--- config.mk ---
export PLATFORM = sky130hd
export DESIGN_NAME = nibble_serial_adder
export DESIGN_NICKNAME = d
export VERILOG_FILES = /design/src/rtl/iir_pkg.sv /design/src/rtl/nibble_alu.sv /design/src/rtl/nibble_serial_adder.sv
export SDC_FILE = /design/constraint.sdc
export NUM_CORES = 1
export LEC_CHECK = 0
export CELL_PAD_IN_SITES_DETAIL_PLACEMENT = 1
export CELL_PAD_IN_SITES_GLOBAL_PLACEMENT = 1
export CORE_MARGIN = 2
export CORE_UTILIZATION = 33
export DETAILED_ROUTE_END_ITERATION = 8
export PLACE_DENSITY_LB_ADDON = 0.1
export SYNTH_ARGS = -nofsm -noshare
export SYNTH_HDL_FRONTEND = slang
export SYNTH_SLANG_ARGS = --single-unit
--- constraint.sdc ---
create_clock -name clk -period 3.4 [get_ports clk]
set_clock_uncertainty 0.05 [all_clocks]
set_input_delay 0.68 -clock clk [delete_from_list [all_inputs] [get_ports clk]]
set_output_delay 0.68 -clock clk [all_outputs]
set_load 0.01 [all_outputs]
--- src/rtl/iir_pkg.sv ---
// ============================================================================
// iir_pkg -- shared types and helpers for the IIR datapath serial arithmetic.
// Rev 1.0
// ============================================================================
`default_nettype none

package iir_pkg;

    localparam int NIB = 4;

    typedef enum logic [1:0] {
        IDLE = 2'd0,
        RUN  = 2'd1,
        DONE = 2'd2
    } state_t;

    function automatic int cnt_width(input int n);
        int w;
        w = $clog2(n);
        return (w < 1) ? 1 : w;
    endfunction

endpackage

`default_nettype wire

--- src/rtl/nibble_alu.sv ---
// ============================================================================
// nibble_alu -- combinational 4-bit ripple adder with carry in and carry out.
// Rev 1.0
// ============================================================================
`default_nettype none

module nibble_alu
    import iir_pkg::*;
(
    input  logic [NIB-1:0] a_i,
    input  logic [NIB-1:0] b_i,
    input  logic           c_i,
    output logic [NIB-1:0] s_o,
    output logic           c_o
);

    logic [NIB:0] w_carry;

    assign w_carry[0] = c_i;

    for (genvar i = 0; i < NIB; i++) begin : g_fa
        assign s_o[i]         = a_i[i] ^ b_i[i] ^ w_carry[i];
        assign w_carry[i + 1] = (a_i[i] & b_i[i]) | (w_carry[i] & (a_i[i] ^ b_i[i]));
    end

    assign c_o = w_carry[NIB];

endmodule

`default_nettype wire

--- src/rtl/nibble_serial_adder.sv ---
// ============================================================================
// nibble_serial_adder -- WIDTH-bit add (optionally subtract, macro SUB_EN)
// computed one nibble per cycle through a single nibble_alu.  Rev 1.0
// ============================================================================
`default_nettype none

module nibble_serial_adder
    import iir_pkg::*;
#(
    parameter int WIDTH = 16
) (
    input  logic             clk,
    input  logic             rst,
    input  logic             in_valid,
    output logic             in_ready,
    input  logic [WIDTH-1:0] a,
    input  logic [WIDTH-1:0] b,
    input  logic             c_in,
    input  logic             op,
    output logic [WIDTH-1:0] sum,
    output logic             c_out,
    output logic             ovf,
    output logic             out_valid,
    input  logic             out_ready
);

    localparam int             N    = WIDTH / NIB;
    localparam int             CW   = cnt_width(N);
    localparam logic [CW-1:0]  LAST = CW'(N - 1);

    state_t           state_q, state_d;
    logic [CW-1:0]    cnt_q, cnt_d;
    logic [WIDTH-1:0] a_q, a_d;
    logic [WIDTH-1:0] b_q, b_d;
    logic             carry_q, carry_d;
    logic [WIDTH-1:0] sum_q, sum_d;
    logic             c_out_q, c_out_d;
    logic             ovf_q, ovf_d;

    logic [WIDTH-1:0] w_b_sel;
    logic             w_c_sel;
    logic [NIB-1:0]   w_a_nib, w_b_nib, w_nib_s;
    logic             w_nib_co;

`ifdef SUB_EN
    // Subtract as A + ~B + 1; c_in is irrelevant in that mode.
    assign w_b_sel = op ? ~b : b;
    assign w_c_sel = op ? 1'b1 : c_in;
`else
    logic w_op_unused;
    assign w_op_unused = op;
    assign w_b_sel     = b;
    assign w_c_sel     = c_in;
`endif

    always_comb begin
        w_a_nib = '0;
        w_b_nib = '0;
        for (int k = 0; k < N; k++) begin
            if (cnt_q == CW'(k)) begin
                w_a_nib = a_q[k*NIB +: NIB];
                w_b_nib = b_q[k*NIB +: NIB];
            end
        end
    end

    nibble_alu u_alu (
        .a_i (w_a_nib),
        .b_i (w_b_nib),
        .c_i (carry_q),
        .s_o (w_nib_s),
        .c_o (w_nib_co)
    );

    always_ff @(posedge clk) begin
        if (rst) begin
            state_q <= IDLE;
            cnt_q   <= '0;
            a_q     <= '0;
            b_q     <= '0;
            carry_q <= 1'b0;
            sum_q   <= '0;
            c_out_q <= 1'b0;
            ovf_q   <= 1'b0;
        end else begin
            state_q <= state_d;
            cnt_q   <= cnt_d;
            a_q     <= a_d;
            b_q     <= b_d;
            carry_q <= carry_d;
            sum_q   <= sum_d;
            c_out_q <= c_out_d;
            ovf_q   <= ovf_d;
        end
    end

    always_comb begin
        state_d = state_q;
        cnt_d   = cnt_q;
        a_d     = a_q;
        b_d     = b_q;
        carry_d = carry_q;
        sum_d   = sum_q;
        c_out_d = c_out_q;
        ovf_d   = ovf_q;
        unique case (state_q)
            IDLE: begin
                if (in_valid) begin
                    a_d     = a;
                    b_d     = w_b_sel;
                    carry_d = w_c_sel;
                    cnt_d   = '0;
                    state_d = RUN;
                end
            end
            RUN: begin
                for (int k = 0; k < N; k++) begin
                    if (cnt_q == CW'(k)) begin
                        sum_d[k*NIB +: NIB] = w_nib_s;
                    end
                end
                carry_d = w_nib_co;
                cnt_d   = cnt_q + CW'(1);
                if (cnt_q == LAST) begin
                    // Top nibble: its sum MSB decides signed overflow.
                    c_out_d = w_nib_co;
                    ovf_d   = (a_q[WIDTH-1] == b_q[WIDTH-1]) &&
                              (w_nib_s[NIB-1] != a_q[WIDTH-1]);
                    cnt_d   = '0;
                    state_d = DONE;
                end
            end
            DONE: begin
                if (out_ready) begin
                    state_d = IDLE;
                end
            end
            default: state_d = IDLE;
        endcase
    end

    assign in_ready  = (state_q == IDLE);
    assign out_valid = (state_q == DONE);
    assign sum       = sum_q;
    assign c_out     = c_out_q;
    assign ovf       = ovf_q;

endmodule

`default_nettype wire

==> summary.txt <==
Run status
  • Status: complete, no violations

Timing
  • Fin. Hold Viols: 0
  • Normalized max-slew margin: roughly 28%
  • Setup TNS: 0 ps
  • Worst Max-Slew Pin Slew: 1086 ps
  • Fmax: 309.7 MHz
  • Final period utilization: 94.98%
  • RSZ-0062 raised after global routing: no
  • Minimum clock period: 3229 ps
  • Post-route setup slack: 170.7 ps
  • Max-slew violations: 0
  • Final setup fails: 0

Setup path
  • CP Launch Type: flop
  • Critical Path Slowest Stage Cell: fa_1
  • CP Class: reg2reg
  • Data arrival, critical path: 3400 ps
  • CP delay by family, top: adder cells
  • Worst Path Buf+Inv: 5
  • Worst-path fanout max: 13
  • Critical path required time: 3570 ps
  • Crit path largest cell delay: about 430 ps
  • Worst-path cell chain: buf_4 > buf_4 > ha_2 > a21oi_1 > a22oi_2 > fa_2 > inv_1 > fa_2 > inv_2 > fa_1 > inv_1 > fa_1 > nand3b_1 > a311oi_2
  • Worst Setup End Kind: flop

Yosys
  • Area contributors post-synth: dfxtp_1, nand2_1, a21oi_1
  • Synth top area share: 44.47%
  • Synth Flop Type: dfxtp_1
  • Synthesized Nets: 331
  • Count of different cell masters after synthesis: 30
  • Post-Syn Area: 2476 um^2
  • Flops & latches, synth: 55
  • Ys Warns: 0
  • Avg Cell Area, Syn: 8.688 um^2
  • EDFF count, synth: 0
  • Async S/R FF share, synth: 0%
  • Sequential fraction of the synthesis area: 44.47%
  • Post-Syn Instances: 285
  • Yosys top cell by area: dfxtp_1

CTS
  • Clock-pin slew on the worst setup and hold paths: 100 ps
  • Clk_lat worst skew: 300 ps
  • Num Clock Sinks: 55
  • TritonCTS clock tree: yes
  • CTS root buf: clkbuf_8
  • Max Root-Sink Buffers: 2
  • # hold bufs at CTS: 0
  • H-tree depth: 2
  • Total CTS buffers: 5

Routing
  • DRC violations left: 0
  • ANT nets after route: 0
  • Initial DRC count: 45
  • Total number of vias: 2030
  • Vias per cell: 4.699
  • Initial DRT Pass Iterations: 4
  • Routed WL: 6008 um
  • Wirelength per Cell: 13.91 um

Final layout
  • Design area: between 3000 and 4000 um^2
  • NumNets Final: 378
  • Share of cells above drive strength 1: between 10% and 20%
  • Non-filler instance count after layout: about 430
  • Area grow syn2layout: 28.45%
  • Antenna Cells: 0

Global route
  • Wire length of the first global-routing pass: 9901 um
  • GRT Residual Overflow: 0
  • Total GRT Usage: 14.83%
  • Antenna violations before repair: 0
  • Vias in the first global route: between 1500 and 2000
  • Largest net degree at the start of global routing: 56

Place
  • Routability-driven placement congestion ratio: 0.7055
  • Placed Area: 3045 um^2
  • Pre-CTS setup slack: 25.81 ps
  • Port buffer count: 56
  • DPL Wire Length: between 4000 and 5000 um
  • Placed Instances: 423

Job
  • MaxCap Viol Count: 0

Floorplanning
  • Die height: 90.62 um
  • Die width: 90.62 um
  • Initial Utilization: 34.14%
  • Die ar.: 8212 um^2
  • Core Region: between 7000 and 8000 um^2
  • Row cnt: 31
  • I/O pin cnt: 58

Pwr
  • PwrDens: 401.6 nW/um^2
  • VDD IR max: ~0.16 mV
  • Pleak: roughly 1.1 nW
  • Total Power: 1.277 mW

Hold path
  • Type of the worst min-delay path: reg2reg
==> metal layers <==
layer | share of wire (%) | vias up | global-route usage (%)
li1 | - | 1043 | -
met1 | 52 | 951 | 21.41
met2 | 44 | 34 | 22.26
met3 | 3.9 | 2 | 4.090
met4 | 0.32 | 0 | 2.692
met5 | 0 | - | 0
==> worst paths after layout <==
check / start / endpoint / slack [ps] / cells after the start
worst max register to register: cnt_q[0] / ovf / 170 / 14
worst max-delay path: cnt_q[0] / ovf / 170 / 14
worst min-delay path: b_q[7] / b_q[7] / 410 / 2
worst min register to register: b_q[7] / b_q[7] / 410 / 2
==> kinds of logic after synthesis <==
| kind of cell | after synthesis | synth area share, % |
|---|---|---|
| AOI/OAI and AO/OA | 66 | 17.74 |
| and+or+nand+nor | 108 | 19.05 |
| adders and majority gates | 8 | 5.255 |
| DFF | 55 | 44.47 |
| buffers and inverters | 37 | 9.045 |
| muxes | 11 | 4.447 |
==> sequential cells by signal (all words and copies together), names as in the netlist <==
register,count
a_q,16
b_q,16
c_out,1
carry_q,1
cnt_q,2
ovf,1
state_q,2
sum,16
==> cells in the mapped netlist (2+ instances only) <==
master     n
a32oi_1    2
buf_2      5
a22oi_1    4
nand2_1   69
clkbuf_1   5
a211oi_1   6
mux2i_1   11
and3b_1    4
a21oi_1   37
a211oi_2   2
dfxtp_1   55
o31ai_1    4
buf_6      9
ha_1       4
a221o_1    4
nor2b_1    6
buf_1      2
inv_1     13
a221oi_1   5
buf_4      3
nor2_1    23
fa_1       4
==> cell type report <==
type	count	area, um^2
clock buffer	6	72.57
clock inverter	2	12.51
fill	873	4073
inverter	13	48.80
multi-input combinational	193	1187
sequential	55	1104
tap	99	123.9
timing repair buffer	64	631.9
==> cell usage in the layout (no fill, tap or decap), drive strengths merged <==
cell | netlist | layout
a32oi | 2 | 2
nand2 | 69 | 69
ha | 4 | 4
fa | 4 | 4
or3b | 1 | 1
or2b | 1 | 1
nor2 | 24 | 24
inv | 13 | 13
nor3 | 1 | 1
clkbuf | 5 | 6
nand3b | 1 | 1
nor2b | 6 | 6
a221o | 4 | 4
o21bai | 1 | 1
clkdlybuf4s50 | 0 | 55
a211oi | 8 | 8
clkinvlp | 0 | 1
a311oi | 1 | 1
o31ai | 4 | 4
clkinv | 0 | 1
a22oi | 4 | 4
a221oi | 5 | 5
buf | 19 | 9
and3b | 4 | 4
nor3b | 1 | 1
dfxtp | 55 | 55
a21oi | 37 | 37
mux2i | 11 | 11
==> per-stage QoR <==
step	hold WS [ps]	utilization, %
2_1_floorplan	386.1	-
3_3_place_gp	395.7	41.99
3_5_place_dp	400.0	41.99
4_1_cts	414.1	43.16
5_1_grt	435.8	43.85
6_report	411.4	43.85
==> report_power, final <==
| group | switching (mW) | total [mW] | leakage [nW] | internal, mW |
|---|---|---|---|---|
| registers | 0.0226 | 0.698 | 0.450 | 0.675 |
| clock network | 0.208 | 0.352 | 0.0412 | 0.145 |
| logic | 0.111 | 0.227 | 0.646 | 0.117 |
==> worst reg2reg max path: stages, from the launching register on <==
cell,delay (ps)
dfxtp_2,340
buf_4,130
buf_4,130
ha_2,270
a21oi_1,180
a22oi_2,90
fa_2,350
inv_1,80
fa_2,200
inv_2,40
fa_1,340
inv_1,80
fa_1,430
nand3b_1,200
a311oi_2,230
==> repair_timing <==
action	CTS	global route
setup endpoints to repair	0	7
endpoints found under the hold margin	0	0
setup buffers	0	2
resized for setup	0	15
(Power assumes the default switching activity.)
